==> src/rtl/oled_spi_sink_if.sv <==
// OLED SPI pin bundle: the controller drives it (master), the panel model samples it (slave).
interface oled_spi_sink_if;
    logic CS;
    logic SDIN;
    logic SCLK;
    logic DC;

    modport master (output CS, output SDIN, output SCLK, output DC);
    modport slave  (input  CS, input  SDIN, input  SCLK, input  DC);
endinterface

==> src/rtl/oled_spi_sink.sv <==
// SSD1306-subset panel model: oversamples the OLED SPI pins, assembles bytes, decodes
// addressing commands and stores data bytes into a page/column frame buffer.
module oled_spi_sink #(
    parameter int SYNC_STAGES = 2,
    parameter int NUM_PAGES   = 4,
    parameter int NUM_COLS    = 128
) (
    input  logic                                           clk,
    input  logic                                           reset,
    oled_spi_sink_if.slave                                 spi,
    output logic                                           byte_valid,
    output logic [7:0]                                     byte_data,
    output logic                                           byte_is_data,
    output logic                                           display_on,
    output logic                                           frame_done,
    output logic [7:0]                                     cmd_count,
    output logic                                           proto_err,
    input  logic [$clog2(NUM_PAGES)+$clog2(NUM_COLS)-1:0]  rd_addr,
    output logic [7:0]                                     rd_data
);
    localparam int PW  = $clog2(NUM_PAGES);
    localparam int CW  = $clog2(NUM_COLS);
    localparam int TOP = SYNC_STAGES - 1;

    typedef enum logic [1:0] {ST_CMD = 2'd0, ST_ARG1 = 2'd1, ST_ARG2 = 2'd2} state_t;
    typedef enum logic [1:0] {ARG_SKIP = 2'd0, ARG_COL = 2'd1, ARG_PAGE = 2'd2} arg_t;

    logic [SYNC_STAGES-1:0] cs_sync_r, sclk_sync_r, sdin_sync_r, dc_sync_r;
    logic                   sclk_prev_r, sclk_rise_r, sdin_d_r, dc_d_r, cs_d_r;
    logic [2:0]             bit_cnt_r;
    logic [6:0]             shift_r;
    logic                   byte_valid_r, byte_is_data_r;
    logic [7:0]             byte_data_r;
    state_t                 state_r, state_nx_s;
    arg_t                   arg_kind_r, arg_kind_nx_s;
    logic                   display_on_r, frame_done_r, proto_err_r;
    logic [7:0]             cmd_count_r, rd_data_r;
    logic [PW-1:0]          page_r, page_start_r, page_end_r;
    logic [CW-1:0]          col_r, col_start_r, col_end_r;
    logic                   wr_en_s, cs_abort_s, arg_err_s;
    logic [7:0]             fb_r [NUM_PAGES*NUM_COLS];

    assign wr_en_s    = byte_valid_r & byte_is_data_r & (state_r == ST_CMD);
    assign cs_abort_s = cs_d_r & (bit_cnt_r != 3'd0);
    assign arg_err_s  = byte_valid_r & byte_is_data_r & (state_r != ST_CMD);

    // Pin synchronisers; CS idles high so reset never looks like a selected link.
    always_ff @(posedge clk or negedge reset) begin
        if (!reset) begin
            cs_sync_r   <= {SYNC_STAGES{1'b1}};
            sclk_sync_r <= {SYNC_STAGES{1'b0}};
            sdin_sync_r <= {SYNC_STAGES{1'b0}};
            dc_sync_r   <= {SYNC_STAGES{1'b0}};
        end else begin
            cs_sync_r   <= {cs_sync_r[SYNC_STAGES-2:0],   spi.CS};
            sclk_sync_r <= {sclk_sync_r[SYNC_STAGES-2:0], spi.SCLK};
            sdin_sync_r <= {sdin_sync_r[SYNC_STAGES-2:0], spi.SDIN};
            dc_sync_r   <= {dc_sync_r[SYNC_STAGES-2:0],   spi.DC};
        end
    end

    // Registered SCLK rise strobe with SDIN/DC/CS captured alongside it.
    always_ff @(posedge clk or negedge reset) begin
        if (!reset) begin
            sclk_prev_r <= 1'b0;
            sclk_rise_r <= 1'b0;
            sdin_d_r    <= 1'b0;
            dc_d_r      <= 1'b0;
            cs_d_r      <= 1'b1;
        end else begin
            sclk_prev_r <= sclk_sync_r[TOP];
            sclk_rise_r <= sclk_sync_r[TOP] & ~sclk_prev_r;
            sdin_d_r    <= sdin_sync_r[TOP];
            dc_d_r      <= dc_sync_r[TOP];
            cs_d_r      <= cs_sync_r[TOP];
        end
    end

    // MSB-first byte assembly; deselect discards any partial byte.
    always_ff @(posedge clk or negedge reset) begin
        if (!reset) begin
            bit_cnt_r      <= 3'd0;
            shift_r        <= 7'd0;
            byte_valid_r   <= 1'b0;
            byte_data_r    <= 8'd0;
            byte_is_data_r <= 1'b0;
        end else if (cs_d_r) begin
            bit_cnt_r    <= 3'd0;
            byte_valid_r <= 1'b0;
        end else if (sclk_rise_r) begin
            shift_r   <= {shift_r[5:0], sdin_d_r};
            bit_cnt_r <= bit_cnt_r + 3'd1;
            if (bit_cnt_r == 3'd7) begin
                byte_valid_r   <= 1'b1;
                byte_data_r    <= {shift_r, sdin_d_r};
                byte_is_data_r <= dc_d_r;
            end else begin
                byte_valid_r <= 1'b0;
            end
        end else begin
            byte_valid_r <= 1'b0;
        end
    end

    // Decode state register.
    always_ff @(posedge clk or negedge reset) begin
        if (!reset) begin
            state_r    <= ST_CMD;
            arg_kind_r <= ARG_SKIP;
        end else begin
            state_r    <= state_nx_s;
            arg_kind_r <= arg_kind_nx_s;
        end
    end

    // Decode next state: multi-byte commands walk ARG1/ARG2, a data byte always returns to CMD.
    always_comb begin
        state_nx_s    = state_r;
        arg_kind_nx_s = arg_kind_r;
        if (byte_valid_r && byte_is_data_r) begin
            state_nx_s = ST_CMD;
        end else if (byte_valid_r) begin
            case (state_r)
                ST_CMD: begin
                    case (byte_data_r)
                        8'h21: begin
                            state_nx_s    = ST_ARG1;
                            arg_kind_nx_s = ARG_COL;
                        end
                        8'h22: begin
                            state_nx_s    = ST_ARG1;
                            arg_kind_nx_s = ARG_PAGE;
                        end
                        8'h20, 8'h81, 8'h8D, 8'hA8, 8'hD3, 8'hD5, 8'hD9, 8'hDA, 8'hDB: begin
                            state_nx_s    = ST_ARG1;
                            arg_kind_nx_s = ARG_SKIP;
                        end
                        default: state_nx_s = ST_CMD;
                    endcase
                end
                ST_ARG1: state_nx_s = (arg_kind_r == ARG_SKIP) ? ST_CMD : ST_ARG2;
                ST_ARG2: state_nx_s = ST_CMD;
                default: state_nx_s = ST_CMD;
            endcase
        end else begin
            state_nx_s = state_r;
        end
    end

    // Command side effects, address window and auto-increment of the write pointer.
    always_ff @(posedge clk or negedge reset) begin
        if (!reset) begin
            display_on_r <= 1'b0;
            frame_done_r <= 1'b0;
            cmd_count_r  <= 8'd0;
            proto_err_r  <= 1'b0;
            page_r       <= {PW{1'b0}};
            col_r        <= {CW{1'b0}};
            page_start_r <= {PW{1'b0}};
            page_end_r   <= {PW{1'b1}};
            col_start_r  <= {CW{1'b0}};
            col_end_r    <= {CW{1'b1}};
        end else begin
            frame_done_r <= 1'b0;
            proto_err_r  <= proto_err_r | cs_abort_s | arg_err_s;
            if (byte_valid_r && !byte_is_data_r) begin
                cmd_count_r <= cmd_count_r + 8'd1;
                case (state_r)
                    ST_CMD: begin
                        case (byte_data_r) inside
                            8'hAE:          display_on_r <= 1'b0;
                            8'hAF:          display_on_r <= 1'b1;
                            [8'hB0:8'hB3]:  page_r <= byte_data_r[PW-1:0];
                            [8'h00:8'h0F]:  col_r[3:0] <= byte_data_r[3:0];
                            [8'h10:8'h17]:  col_r[CW-1:4] <= byte_data_r[CW-5:0];
                            default:        ;
                        endcase
                    end
                    ST_ARG1: begin
                        if (arg_kind_r == ARG_COL) begin
                            col_start_r <= byte_data_r[CW-1:0];
                            col_r       <= byte_data_r[CW-1:0];
                        end else if (arg_kind_r == ARG_PAGE) begin
                            page_start_r <= byte_data_r[PW-1:0];
                            page_r       <= byte_data_r[PW-1:0];
                        end else begin
                            col_r <= col_r;
                        end
                    end
                    ST_ARG2: begin
                        if (arg_kind_r == ARG_COL) begin
                            col_end_r <= byte_data_r[CW-1:0];
                        end else if (arg_kind_r == ARG_PAGE) begin
                            page_end_r <= byte_data_r[PW-1:0];
                        end else begin
                            col_r <= col_r;
                        end
                    end
                    default: ;
                endcase
            end else if (wr_en_s) begin
                if (col_r == col_end_r) begin
                    col_r <= col_start_r;
                    if (page_r == page_end_r) begin
                        page_r       <= page_start_r;
                        frame_done_r <= 1'b1;
                    end else begin
                        page_r <= page_r + 1'b1;
                    end
                end else begin
                    col_r <= col_r + 1'b1;
                end
            end else begin
                col_r <= col_r;
            end
        end
    end

    // Frame buffer write port; contents deliberately survive reset.
    always_ff @(posedge clk) begin
        if (wr_en_s) begin
            fb_r[{page_r, col_r}] <= byte_data_r;
        end
    end

    // Registered read port; a same-cycle write to the same address returns the old byte.
    always_ff @(posedge clk or negedge reset) begin
        if (!reset) begin
            rd_data_r <= 8'd0;
        end else begin
            rd_data_r <= fb_r[rd_addr];
        end
    end

    assign byte_valid   = byte_valid_r;
    assign byte_data    = byte_data_r;
    assign byte_is_data = byte_is_data_r;
    assign display_on   = display_on_r;
    assign frame_done   = frame_done_r;
    assign cmd_count    = cmd_count_r;
    assign proto_err    = proto_err_r;
    assign rd_data      = rd_data_r;
endmodule

==> src/flat_wrapper.sv <==
// flat-port wrapper written by rule: the top's interface ports become plain ports
module oled_spi_sink_flat 
#(
    parameter int SYNC_STAGES = 2,
    parameter int NUM_PAGES   = 4,
    parameter int NUM_COLS    = 128
)
  (clk, reset, byte_valid, byte_data, byte_is_data, display_on, frame_done, cmd_count, proto_err, rd_addr, rd_data, spi_CS, spi_SDIN, spi_SCLK, spi_DC);
  oled_spi_sink_if spi_i ();
  input  logic clk;
  input  logic reset;
  output logic byte_valid;
  output logic [7:0] byte_data;
  output logic byte_is_data;
  output logic display_on;
  output logic frame_done;
  output logic [7:0] cmd_count;
  output logic proto_err;
  input  logic [$clog2(NUM_PAGES)+$clog2(NUM_COLS)-1:0] rd_addr;
  output logic [7:0] rd_data;
  input wire logic [$bits(spi_i.CS)-1:0] spi_CS;
  input wire logic [$bits(spi_i.SDIN)-1:0] spi_SDIN;
  input wire logic [$bits(spi_i.SCLK)-1:0] spi_SCLK;
  input wire logic [$bits(spi_i.DC)-1:0] spi_DC;
  assign spi_i.CS = spi_CS;
  assign spi_i.SDIN = spi_SDIN;
  assign spi_i.SCLK = spi_SCLK;
  assign spi_i.DC = spi_DC;
  oled_spi_sink #(.SYNC_STAGES(SYNC_STAGES), .NUM_PAGES(NUM_PAGES), .NUM_COLS(NUM_COLS)) u_core (.clk(clk), .reset(reset), .spi(spi_i), .byte_valid(byte_valid), .byte_data(byte_data), .byte_is_data(byte_is_data), .display_on(display_on), .frame_done(frame_done), .cmd_count(cmd_count), .proto_err(proto_err), .rd_addr(rd_addr), .rd_data(rd_data));
endmodule
==> config.mk <==
export PLATFORM = sky130hd
export DESIGN_NAME = oled_spi_sink_flat
export DESIGN_NICKNAME = d
export VERILOG_FILES = /design/src/rtl/oled_spi_sink_if.sv /design/src/rtl/oled_spi_sink.sv /design/src/flat_wrapper.sv
export SDC_FILE = /design/constraint.sdc
export NUM_CORES = 2
export LEC_CHECK = 0
export ABC_CLOCK_PERIOD_IN_PS = 11900
export BUFFER_PORTS_ARGS = -buffer_cell sky130_fd_sc_hd__buf_4
export CELL_PAD_IN_SITES_DETAIL_PLACEMENT = 2
export CELL_PAD_IN_SITES_GLOBAL_PLACEMENT = 2
export CORE_MARGIN = 2
export CORE_UTILIZATION = 38
export CTS_CLUSTER_SIZE = 12
export DETAILED_ROUTE_END_ITERATION = 10
export GPL_TIMING_DRIVEN = 0
export PLACE_DENSITY = 0.74
export SLEW_MARGIN = 10
export SYNTH_ARGS = -nofsm -noshare
export SYNTH_HDL_FRONTEND = slang
export SYNTH_SLANG_ARGS = --single-unit
==> constraint.sdc <==
create_clock -name clk -period 11.9 [get_ports clk]
set_input_delay 2.38 -clock clk [delete_from_list [all_inputs] [get_ports clk]]
set_output_delay 2.38 -clock clk [all_outputs]
set_load 0.02 [all_outputs]
==> flow_metrics.tcl <==
set metrics [dict create \
    die_x_um 662 \
    p_leak_nw 64.9 \
    drtAntennaViolNets 0 \
    fmax_mhz 128 \
    wl_met3_um 98500 \
    setup_viol 0 \
    vias_per_cell 6.74 \
    initial_core_util_pct 38.1 \
    ys_seq_elements 4179 \
    dr.max_layer_used "met5" \
    skew_ns 0.0810 \
    fp-row-count 241 \
    routed_wl_um 744000 \
    clk_path_buf_depth 4 \
    wl_per_cell_um 49.3 \
    syn-cell-area_mm2 0.164 \
    drt_iter0_drc 18100 \
    clkTransAtPathRegs_ns 0.06 \
    grt_pass1_vias 102000 \
    core_mm2 0.431 \
    seq_area_frac_synth_pct 76.1 \
    numPortBuffers 39 \
    grt_max_degree 82 \
    drive_gt1_share_pct 19.7 \
    setup_tns_ns 0 \
    utilization_pct 43.7 \
    htreeDepth 5 \
    grt_pass1_wl_um 966000 \
    io_pins 44 \
    syn2layout_area_growth_pct 14.6 \
    first_pass_iters 6 \
    path_class "in -> reg" \
    gp_congestion 0.972 \
    outcome "finished, violations left" \
    grt.overflow.total 0 \
    cellPowerDensity_mw_per_mm2 164 \
    dr_total_vias 102000 \
    ir_worst_vdd_mv 0.140 \
    maxCapViolCount 6 \
    synth-async-reset-ratio_pct 1.99 \
    syn-num-nets 8393 \
    yosysWarnings 0 \
    syn-instance-count 8366 \
    violations "max-capacitance violations, max-slew violations" \
    fin_nets 8984 \
    cts_resized 0 \
    drcViolationCount 0 \
    dpl.hpwl_um 506000 \
    synth_edf_count 4096 \
    dr_wl_met2_um 327000 \
    finalHoldViolCount 0 \
    rsz0062_at_grt "false" \
    cp-end-kind "register" \
    cp_data_required_time_ns 12.84 \
    hold_ws_ns 0.355 \
    cts_setup_buffers 0 \
    start_kind "input pin" \
    synth.most_common_cell "edfxtp_1" \
    synth_area_leaders "edfxtp_1 (75%), mux4_2 (9.0%), mux2i_1 (4.4%)" \
    netlist.area_leader.share_pct 74.8 \
    root_buffer "clkbuf_16" \
    die_h_um 662 \
    ys.flop_type "edfxtp_1" \
    drv_slew 34 \
    hp-class "reg -> reg" \
    grt.total_usage_pct 33.1 \
    hold_buffers 0 \
    arrival_ns 8.76 \
    antenna_found_initial 111 \
    synth_top_cell_by_area "edfxtp_1" \
    insertion_delay_ns 1.12 \
    crit_fanout 10 \
    cts_buffers 440 \
    syn_avg_cell_area_um2 19.6 \
    reg2reg_setup_slack_ns 6.38 \
    wl_met1_um 246000 \
    clock_sinks 4179 \
    netlist_top_cells_count "edfxtp_1 (4,096), mux2i_1 (727), mux4_2 (660), nor2_1 (572), o221ai_1 (258)" \
    dieArea_mm2 0.438 \
    synth_cell_types 78 \
    tightest_slew_ns 1.73 \
    period_minus_slack_ns 7.82 \
    period_share_pct 65.7 \
    cts_tree "built" \
    max_slew_margin_pct -16.0 \
]
cells in the final DEF (no fill, tap or decap), types with 100 or more instances in the layout:
cell type / n
edfxtp_1: 4096
mux2i_1: 727
mux4_2: 660
nor2_1: 569
clkbuf_16: 445
clkbuf_1: 265
o221ai_1: 258
o22ai_1: 216
a21oi_1: 174
nand2_1: 159
nor3_1: 157
buf_2: 111
clkinv_1: 103
diode_2: 100
critical path, stage by stage:
cell,delay [ns]
buf_4,0.25
buf_2,0.51
buf_2,0.76
clkbuf_1,1.03
clkbuf_1,1.09
a21oi_1,0.06
o21ai_0,0.67
nand4_1,0.68
nand4_1,0.76
and3_1,0.46
sequential cells by signal, summed over array words and instances, names as in the netlist, 2 cells and up:
name,flops
u_core.page_r,2
u_core.fb_r,4096
u_core.sclk_sync_r,2
u_core.page_start_r,2
u_core.page_end_r,2
u_core.cmd_count,8
u_core.state_r,2
u_core.byte_data,8
u_core.dc_sync_r,2
u_core.col_r,7
u_core.col_start_r,7
u_core.cs_sync_r,2
u_core.sdin_sync_r,2
u_core.arg_kind_r,2
u_core.col_end_r,7
u_core.rd_data,8
u_core.shift_r,7
u_core.bit_cnt_r,3
logic make-up (layout without fill, tap and decap cells):
group,Yosys count,after routing,synth area share [%]
AOI/OAI and AO/OA,949,949,4.01
xor gates and xnor gates,17,17,0.0906
adders and majority gates,12,12,0.0914
buffers and inverters,546,1472,2.15
DFF,4179,4179,76.1
muxes,1447,1447,14.1
other,0,100,0
and+or+nand+nor,1216,1216,3.41
report_power, final:
group / total (mW) / internal [mW] / switching [mW]
combinational: 1.31 / 0.314 / 1.00
clock: 13.6 / 7.35 / 6.28
sequential: 15.9 / 15.9 / 0.0116
layer usage:
| metal | vias to the layer above | global-route usage [%] |
|---|---|---|
| met4 | 70 | 26.6 |
| met2 | 9370 | 49.2 |
| met3 | 2627 | 12.3 |
| li1 | 35900 | - |
| met1 | 53800 | 38.5 |
| met5 | - | 0 |
path summary, 6_finish.rpt:
| kind | end | cells past startpoint | startpoint |
|---|---|---|---|
| worst max-delay path | u_core.rd_data[7]$_DFF_PN0_ | 10 | rd_addr[2] |
| worst min register to register | u_core.dc_d_r$_DFF_PN0_ | 0 | u_core.dc_sync_r[1]$_DFF_PN0_ |
| worst min-delay path | u_core.dc_d_r$_DFF_PN0_ | 0 | u_core.dc_sync_r[1]$_DFF_PN0_ |
| min in group asynchronous | u_core.rd_data[7]$_DFF_PN0_ | 1 | reset |
| max in group asynchronous | u_core.byte_data[0]$_DFFE_PN0P_ | 2 | reset |
| worst max register to register | u_core.fb_r[204][2]$_DFFE_PP_ | 5 | u_core.col_r[6]$_DFFE_PN0P_ |
layout make-up:
| cell class | count | area [µm²] |
|---|---|---|
| Buffer | 529 | 3620 |
| Antenna cell | 100 | 250 |
| Clock inverter | 207 | 1720 |
| Sequential cell | 4179 | 125000 |
| Multi-Input combinational cell | 3641 | 35800 |
| Inverter | 17 | 63.8 |
| Timing Repair Buffer | 149 | 3000 |
| Tap cell | 5710 | 7140 |
| Fill cell | 39300 | 243000 |
| Clock buffer | 570 | 11600 |
metrics by stage:
step                area, µm²  std cells  setup slack (ns)  total power [mW]
finish                 188000      15100              4.08              30.9
global route           188000      15000              4.65              31.2
CTS                    188000      15000              4.43              30.7
detailed placement     175000      14200              3.36              17.5
global placement       172000      14100             -6.61              17.4
floorplan              164000       8366              3.25              16.8
Note: power is estimated with default switching activity, not from simulation.
